--- src/rtl/cpu_state_dump_ctrl.sv ---
// End-of-run state dumper: halts the CPU, then streams register file, data memory words and flags.
// Optional trailing checksum record when DUMP_CHECKSUM_EN is defined.
module cpu_state_dump_ctrl #(
  parameter int DATA_W     = 64,
  parameter int NUM_REGS   = 32,
  parameter int MEM_BYTES  = 128,
  parameter int RUN_CYCLES = 1000,
  parameter int CNT_W      = 16
) (
  input  logic                         clk,
  input  logic                         reset,
  input  logic                         start,
  output logic                         halt_cpu,
  output logic [$clog2(NUM_REGS)-1:0]  rf_raddr,
  input  logic [DATA_W-1:0]            rf_rdata,
  output logic [$clog2(MEM_BYTES)-1:0] mem_raddr,
  input  logic [7:0]                   mem_rdata,
  input  logic [3:0]                   flags_in,
  output logic                         out_valid,
  input  logic                         out_ready,
  output logic [DATA_W-1:0]            out_data,
  output logic [1:0]                   out_tag,
  output logic [CNT_W-1:0]             out_index,
  output logic                         done
);
  localparam int BPW = DATA_W / 8;
  localparam int RAW = $clog2(NUM_REGS);
  localparam int MAW = $clog2(MEM_BYTES);
  localparam int BW  = (BPW > 1) ? $clog2(BPW) : 1;

  typedef enum logic [2:0] {S_RUN, S_REGS, S_MEM, S_FLAGS, S_CSUM, S_DRAIN, S_DONE} state_t;

  state_t             state, state_n;
  logic [CNT_W-1:0]   cnt;
  logic [RAW-1:0]     reg_idx;
  logic [MAW-1:0]     word_base;
  logic [BW-1:0]      byte_b;
  logic [DATA_W-1:0]  asm_word;
  logic               full;
  logic               slot_free;
  logic               ld;
  logic [DATA_W-1:0]  ld_data;
  logic [1:0]         ld_tag;
  logic [CNT_W-1:0]   ld_index;
`ifdef DUMP_CHECKSUM_EN
  logic [DATA_W-1:0]  csum;
`endif

  assign slot_free = !out_valid || out_ready;
  assign rf_raddr  = reg_idx;
  assign mem_raddr = word_base + MAW'(byte_b);
  assign done      = (state == S_DONE);

  always_comb begin
    state_n  = state;
    ld       = 1'b0;
    ld_data  = '0;
    ld_tag   = 2'd0;
    ld_index = '0;
    case (state)
      S_RUN:
        if (start || cnt == CNT_W'(RUN_CYCLES - 1)) state_n = S_REGS;
      S_REGS:
        if (slot_free) begin
          ld       = 1'b1;
          ld_data  = rf_rdata;
          ld_tag   = 2'd0;
          ld_index = CNT_W'(reg_idx);
          if (reg_idx == RAW'(NUM_REGS - 1)) state_n = S_MEM;
        end
      S_MEM:
        if (full && slot_free) begin
          ld       = 1'b1;
          ld_data  = asm_word;
          ld_tag   = 2'd1;
          ld_index = CNT_W'(word_base);
          if (word_base == MAW'(MEM_BYTES - BPW)) state_n = S_FLAGS;
        end
      S_FLAGS:
        if (slot_free) begin
          ld      = 1'b1;
          ld_data = DATA_W'(flags_in);
          ld_tag  = 2'd2;
`ifdef DUMP_CHECKSUM_EN
          state_n = S_CSUM;
`else
          state_n = S_DRAIN;
`endif
        end
`ifdef DUMP_CHECKSUM_EN
      S_CSUM:
        if (slot_free) begin
          ld      = 1'b1;
          ld_data = csum;
          ld_tag  = 2'd3;
          state_n = S_DRAIN;
        end
`endif
      S_DRAIN:
        if (slot_free) state_n = S_DONE;
      S_DONE: ;
      default: state_n = S_RUN;
    endcase
  end

  always_ff @(posedge clk or posedge reset) begin
    if (reset) begin
      state     <= S_RUN;
      cnt       <= '0;
      halt_cpu  <= 1'b0;
      out_valid <= 1'b0;
      out_data  <= '0;
      out_tag   <= 2'd0;
      out_index <= '0;
      reg_idx   <= '0;
      word_base <= '0;
      byte_b    <= '0;
      asm_word  <= '0;
      full      <= 1'b0;
`ifdef DUMP_CHECKSUM_EN
      csum      <= '0;
`endif
    end else begin
      state <= state_n;
      // once out of RUN the CPU stays frozen until the next reset
      if (state_n != S_RUN) halt_cpu <= 1'b1;
      if (cnt != '1) cnt <= cnt + CNT_W'(1);

      if (ld) begin
        out_valid <= 1'b1;
        out_data  <= ld_data;
        out_tag   <= ld_tag;
        out_index <= ld_index;
      end else if (out_ready) begin
        out_valid <= 1'b0;
      end

      if (state == S_REGS && slot_free)
        reg_idx <= (reg_idx == RAW'(NUM_REGS - 1)) ? '0 : reg_idx + RAW'(1);

      // gather one byte per cycle, then hold the word until the slot frees
      if (state == S_MEM) begin
        if (!full) begin
          asm_word[{byte_b, 3'b000} +: 8] <= mem_rdata;
          if (byte_b == BW'(BPW - 1)) begin
            full   <= 1'b1;
            byte_b <= '0;
          end else begin
            byte_b <= byte_b + BW'(1);
          end
        end else if (slot_free) begin
          full      <= 1'b0;
          word_base <= word_base + MAW'(BPW);
        end
      end
`ifdef DUMP_CHECKSUM_EN
      if (ld) csum <= csum + ld_data;
`endif
    end
  end
endmodule
--- config.mk ---
export PLATFORM = sky130hd
export DESIGN_NAME = cpu_state_dump_ctrl
export DESIGN_NICKNAME = d
export VERILOG_FILES = /design/src/rtl/cpu_state_dump_ctrl.sv
export SDC_FILE = /design/constraint.sdc
export NUM_CORES = 1
export LEC_CHECK = 0
export ABC_AREA = 1
export CAP_MARGIN = 20
export CORE_MARGIN = 2
export CORE_UTILIZATION = 50
export CTS_CLUSTER_DIAMETER = 100
export DETAILED_ROUTE_END_ITERATION = 8
export PLACE_DENSITY = 0.82
export SYNTH_ARGS = -nofsm -noshare
export SYNTH_HDL_FRONTEND = slang
export SYNTH_SLANG_ARGS = --single-unit
export TNS_END_PERCENT = 100
--- constraint.sdc ---
create_clock -name clk -period 15.54 [get_ports clk]
set_input_delay 3.108 -clock clk [delete_from_list [all_inputs] [get_ports clk]]
set_output_delay 3.108 -clock clk [all_outputs]
set_load 0.02 [all_outputs]
==> summary.txt, run 1 <==
Run status - finished clean
Drc violations - 0
Reg2Reg Depth - 7
Fmax achieved - 195 MHz
Core area - 15200 sq um
Post-DRT Antenna Nets - 0
Power Density - 177 nW/um^2
Non-Filler Instances - 1256
First-pass GRT wire length - 31.4 mm
Min Tclk post-route - 5.13 ns
Hold path depth - 2
Endpoint class of the critical path - flop
Initial antenna violation count - 0
Slew headroom - 38.2%
Ranking of synthesized cells by area - dfrtp_1 55%, nand2_1 17%, nand3_1 6.1%
CP max FO - 41
Reg area - 4280 sq um
Post-synthesis sequential area ratio - 54.9%
Post-cts resize count - 0
Layout area overhead - 29.6%
Largest net degree at the start of global routing - 106
Multi-input logic area - 3060 sq um
Hold WC Path Type - reg2reg
Total power - 0.00179 W
Arrival time at the worst endpoint - 5.50 ns
Layout cell share with drive strength beyond 1 - 7.49%
DR vias - 6605
Final Hold Fails - 0
DRT Pass-1 Iters - 6
Die span in y - 129 um
Post-synth top area share - 54.9%
Slew @ Worst Pin - 0.927 ns
Port bufs - 167
Clock Tree Root - clkbuf_16
CTS Buffer Depth - 2
Ys Warns - 0
CP Data Required Time - 15.91 ns
Post-Synthesis Cells - 904
Clock transition at path regs - 0.06 ns
Detail Placement HPWL - 13.2 mm
Pre-CTS setup slack - 9.99 ns
Slack of the critical path - 10.41 ns
RSZ-0062 raised after global routing - no
CTS Hold Bufs - 0
Clock Skew - 0.00690 ns
Final net count - 1146
Post-CTS setup buffer count - 0
TNS Setup - 0 ns
CTS Buf Count - 17
Fin crit share - 33.0%
Kind of start point of the critical path - input port
Die footprint - 16600 sq um
Number of vias per cell - 5.26
Synth Area per Inst - 8.62 sq um
Yosys reg bits - 171
Number of global-route vias before repair - 6301
CTS Sinks - 171
Max Cap Viol - 0
Initial drt markers - 530
Worst VDD drop - 0.000104 V
Yosys cell types - 32
RePlAce Congestion - 0.901
Critical path class - in2reg
# fillers - 1197
Final slew viol count - 0
Per-cell routed wire length - 15.5 um
Placed cell count - 1224
Initial cell density of the core - 51.3%
Synth area leader - dfrtp_1
Tot GR Track Use - 24.2%
I/O pins - 177
Die Wd - 129 um
Clk_lat worst skew - 0.43 ns
Gr ovfl total - 0
Mapped Area - 7790 sq um
Routed WL - 19.4 mm
# H-tree levels - 4
CTS tree - built
Final setup viols - 0
Row count - 45
Leakage - 4.72 nW
Antenna cells - 0
-- final timing paths --
check                           slack, ns                        to                    from
worst max-delay path                10.41  out_data[35]$_DFFE_PP0P_               out_ready
min in group asynchronous            3.27  out_data[37]$_DFFE_PP0P_                   reset
max in group asynchronous           10.90  out_index[3]$_DFFE_PP0P_                   reset
worst min-delay path                 0.47    out_tag[0]$_DFFE_PP0P_  out_tag[0]$_DFFE_PP0P_
worst max register to register      13.00  asm_word[48]$_DFFE_PP0P_   byte_b[0]$_DFFE_PP0P_
worst min register to register       0.47    out_tag[0]$_DFFE_PP0P_  out_tag[0]$_DFFE_PP0P_
-- per-stage QoR --
step / util (%) / hold WS [ns] / instance area (sq um)
2_1_floorplan: - / 0.453 / 7820
3_3_place_gp: 62.4 / 0.457 / 9480
3_5_place_dp: 62.4 / 0.459 / 9480
4_1_cts: 66.4 / 0.474 / 10100
5_1_grt: 66.4 / 0.503 / 10100
6_report: 66.4 / 0.472 / 10100
-- area by class of cell --
cell class,count,share of cell area (%)
Multi-Input combinational cell,642,30.3
Timing Repair Buffer,171,16.8
Tap cell,188,2.33
Sequential cell,171,42.4
Clock buffer,24,5.07
Inverter,52,1.98
Clock inverter,8,1.07
-- kinds of logic (layout without fill, tap and decap cells) --
kind of cell	Yosys count	after routing	share of synthesized area, %
other cells	1	9	0.0481
flops	171	171	54.9
simple gates	530	530	29.4
compound gates	85	85	6.63
buf+inv	99	255	6.42
fa+ha+maj	11	11	1.77
xor+xnor	7	7	0.787
-- state kept, by name, indices dropped and copies added, names as in the netlist --
signal and flops:
asm_word 64, out_data 64, cnt 16, out_index 7, rf_raddr 5, word_base 4, byte_b 3, state 3
out_tag 2, full 1, halt_cpu 1, out_valid 1
-- worst max-delay path, cell delays in order --
cell             delay (ns)
clkdlybuf4s50_1        0.48
inv_1                  0.04
nand2_1                0.28
nand2_1                0.15
nor2_4                 0.68
buf_4                  0.50
nand2_1                0.11
nand3_1                0.11
-- cell usage in the layout (no fill, tap or decap), types with 5 or more instances in the layout --
master,count
a21oi_1,5
clkbuf_16,17
clkbuf_8,6
clkdlybuf4s50_1,167
conb_1,9
dfrtp_1,171
ha_1,11
inv_1,49
nand2_1,356
nand3_1,95
nand3_2,5
nand4_1,11
nor2_1,40
nor3_1,6
o21ai_0,52
o21ai_2,23
xor2_1,5
-- metal layers --
| layer | track usage [%] | part of all wire, % |
|---|---|---|
| met5 | 0 | 0 |
| met4 | 9.40 | 2.3 |
| met3 | 4.07 | 5.7 |
| met2 | 39.1 | 48 |
| met1 | 33.0 | 44 |
-- power breakdown --
part	switching, W	leakage (nW)	total [W]	internal [W]
sequential	0.0000841	1.90	0.000649	0.000565
combinational	0.000408	2.52	0.000702	0.000294
clock	0.000175	0.303	0.000438	0.000263
-- cells in the mapped netlist --
master    instances
a21oi_1           5
a22oi_1           1
a31oi_1           2
buf_2            19
buf_4            18
buf_6             5
clkbuf_1          5
clkinv_1          1
conb_1            1
dfrtp_1         171
ha_1             11
inv_1            50
inv_2             1
nand2_1         356
nand3_1          95
nand3_2           5
nand3_4           4
nand3b_1          2
nand4_1          11
nor2_1           42
nor2_2            1
nor2_4            1
nor2_8            1
nor3_1            6
nor3_4            1
nor3b_2           1
o21ai_0          52
o21ai_1           2
o21ai_2          23
or2_2             4
xnor2_1           2
xor2_1            5
Power figures use the tool's default switching activity.
==> inputs of run 2 (changes only) <==
CORE_UTILIZATION = 46   (was 50)
PLACE_DENSITY = 0.79   (was 0.82)
clock period = 4.1 ns   (was 15.54 ns; I/O delays follow)
==> summary.txt, run 2 (synthesized netlist as in run 1, its figures left out) <==
CP startpoint - state[1]$_DFF_PP0_ (was out_ready)
Post-route cell area - 10200 sq um (was 10100 sq um)
Power Density - 675 nW/um^2 (was 177 nW/um^2)
RePlAce Congestion - 0.877 (was 0.901)
Max Cap Viol - 0 (unchanged)
Biggest regs - asm_word: 64 flops, out_data: 64 flops, cnt: 16 flops (unchanged)
Port bufs - 167 (unchanged)
Tot GR Track Use - 22.0% (was 24.2%)
Clock transition at path regs - 0.06 ns (about the same)
CP peak stage delay - 0.59 ns (was 0.68 ns)
Drc violations - 0 (unchanged)
Worst r2r src - byte_b[0]$_DFFE_PP0P_ (unchanged)
CP max FO - 6 (was 41)
Critical path class - reg2out (was in2reg)
Die span in y - 134 um (was 129 um)
CTS Sinks - 171 (unchanged)
Fmax achieved - 355 MHz
Layout cell share with drive strength beyond 1 - 7.76% (was 7.49%)
Placed cell count - 1258 (was 1224)
Cell mode on critical path - inv_1 (was nand2_1)
Per-cell routed wire length - 14.8 um (was 15.5 um)
Run status - finished clean (unchanged)
Layout area overhead - 31.3% (was 29.6%)
Clock Skew - 0.00649 ns (was 0.00690 ns)
Slew headroom - 45.0% (was 38.2%)
CP max stage cell - clkdlybuf4s50_1 (was nor2_4)
Fin crit share - 68.6%
Initial antenna violation count - 1 (was 0)
Post-cts resize count - 0 (unchanged)
Min Tclk post-route - 2.81 ns
Hold WC Path Type - reg2reg (unchanged)
RSZ-0062 raised after global routing - no (unchanged)
Most common cell after layout, fill and taps aside - nand2_1 (unchanged)
Initial cell density of the core - 47.0% (was 51.3%)
Final slew viol count - 0 (unchanged)
CTS Hold Bufs - 0 (unchanged)
Largest net degree at the start of global routing - 93 (was 106)
Arrival time at the worst endpoint - 1.99 ns (was 5.50 ns)
# fillers - 1450 (was 1197)
Post-DRT Antenna Nets - 0 (unchanged)
Leakage - 4.74 nW (was 4.72 nW)
Pre-CTS setup slack - 1.11 ns (was 9.99 ns)
Area after DPL - 9570 sq um (was 9480 sq um)
Routed WL - 19.2 mm (was 19.4 mm)
Number of vias per cell - 5.08 (was 5.26)
Core area - 16600 sq um (was 15200 sq um)
Die Wd - 134 um (was 129 um)
Clock Tree Root - clkbuf_16 (unchanged)
Slack of the critical path - 1.29 ns (was 10.41 ns)
Number of global-route vias before repair - 6188 (was 6301)
DR vias - 6562 (was 6605)
Clk_lat worst skew - 0.43 ns (about the same)
Total power - 0.00690 W (was 0.00179 W)
TNS Setup - 0 ns (unchanged)
Most frequent cells in the layout - 356 x nand2_1, 171 x dfrtp_1, 167 x clkdlybuf4s50_1 (unchanged)
Endpoint class of the critical path - primary output (was flop)
Initial drt markers - 467 (was 530)
Worst Hold Launch - out_tag[0]$_DFFE_PP0P_ (unchanged)
Slew @ Worst Pin - 0.823 ns (was 0.927 ns)
Final setup viols - 0 (unchanged)
Post-CTS setup buffer count - 0 (unchanged)
Worst VDD drop - 0.000383 V (was 0.000104 V)
Final net count - 1148 (was 1146)
CTS Buffer Depth - 2 (unchanged)
Row count - 47 (was 45)
Gr ovfl total - 0 (unchanged)
Final Hold Fails - 0 (unchanged)
CP Data Required Time - 3.28 ns (was 15.91 ns)
Die footprint - 18000 sq um (was 16600 sq um)
DRT Pass-1 Iters - 7 (was 6)
Kind of start point of the critical path - flop (was input port)
CTS tree - built (unchanged)
First-pass GRT wire length - 31.4 mm (about the same)
Detail Placement HPWL - 13.3 mm (was 13.2 mm)
I/O pins - 177 (unchanged)
Non-Filler Instances - 1291 (was 1256)
# H-tree levels - 4 (unchanged)
CTS Buf Count - 17 (unchanged)
Crit path cell chain - inv_1 -> nor2_1 -> nand2_1 -> inv_1 -> clkdlybuf4s50_1 (was clkdlybuf4s50_1 -> inv_1 -> nand2_1 -> nand2_1 -> nor2_4 -> buf_4 -> nand2_1 -> nand3_1)
-- run 2: power breakdown --
part           total [W]  switching (W)  leakage, nW  internal (W)
logic            0.00267        0.00154         2.53       0.00113
clock network    0.00178       0.000679        0.309       0.00110
registers        0.00245       0.000311         1.90       0.00214
-- run 2: final cells by class --
cell class,count,area [sq um],area share [%]
flip-flops and latches,171,4280,41.8
well taps,220,275,2.69
diodes,1,2.50,0.0245
repair buffers,173,1750,17.1
clock inverters,14,216,2.12
clock buffers,18,439,4.29
inverters,52,199,1.94
multi-input cells,642,3060,30.0
-- run 2: worst paths after layout --
kind | depth (start not counted) | slack, ns | endpoint
worst max-delay path | 5 | 1.29 | done
worst min-delay path | 2 | 0.47 | out_tag[0]$_DFFE_PP0P_
worst min register to register | 2 | 0.47 | out_tag[0]$_DFFE_PP0P_
min in group asynchronous | 2 | 0.86 | out_index[3]$_DFFE_PP0P_
worst max register to register | 6 | 1.64 | asm_word[40]$_DFFE_PP0P_
max in group asynchronous | 3 | 2.31 | asm_word[59]$_DFFE_PP0P_
-- run 2: stage by stage --
stage / hold slack (ns) / util [%]
3_3_place_gp: 0.455 / 57.7
3_5_place_dp: 0.458 / 57.7
2_1_floorplan: 0.453 / -
4_1_cts: 0.474 / 61.7
6_report: 0.471 / 61.7
5_1_grt: 0.501 / 61.7
-- run 2: layer usage --
layer	vias to the layer above	wire length (um)	global-route usage (%)
met2	204	8890	33.9
met5	-	0	0
li1	3195	-	-
met3	34	1020	4.20
met1	3129	8660	30.6
met4	0	595	9.18
-- run 2: worst max-delay path, delay by kind of cell (launching register included) --
family,cells,cell delay [ns]
buffers and inverters,3,0.78
DFF,1,0.49
and+or+nand+nor,2,0.29
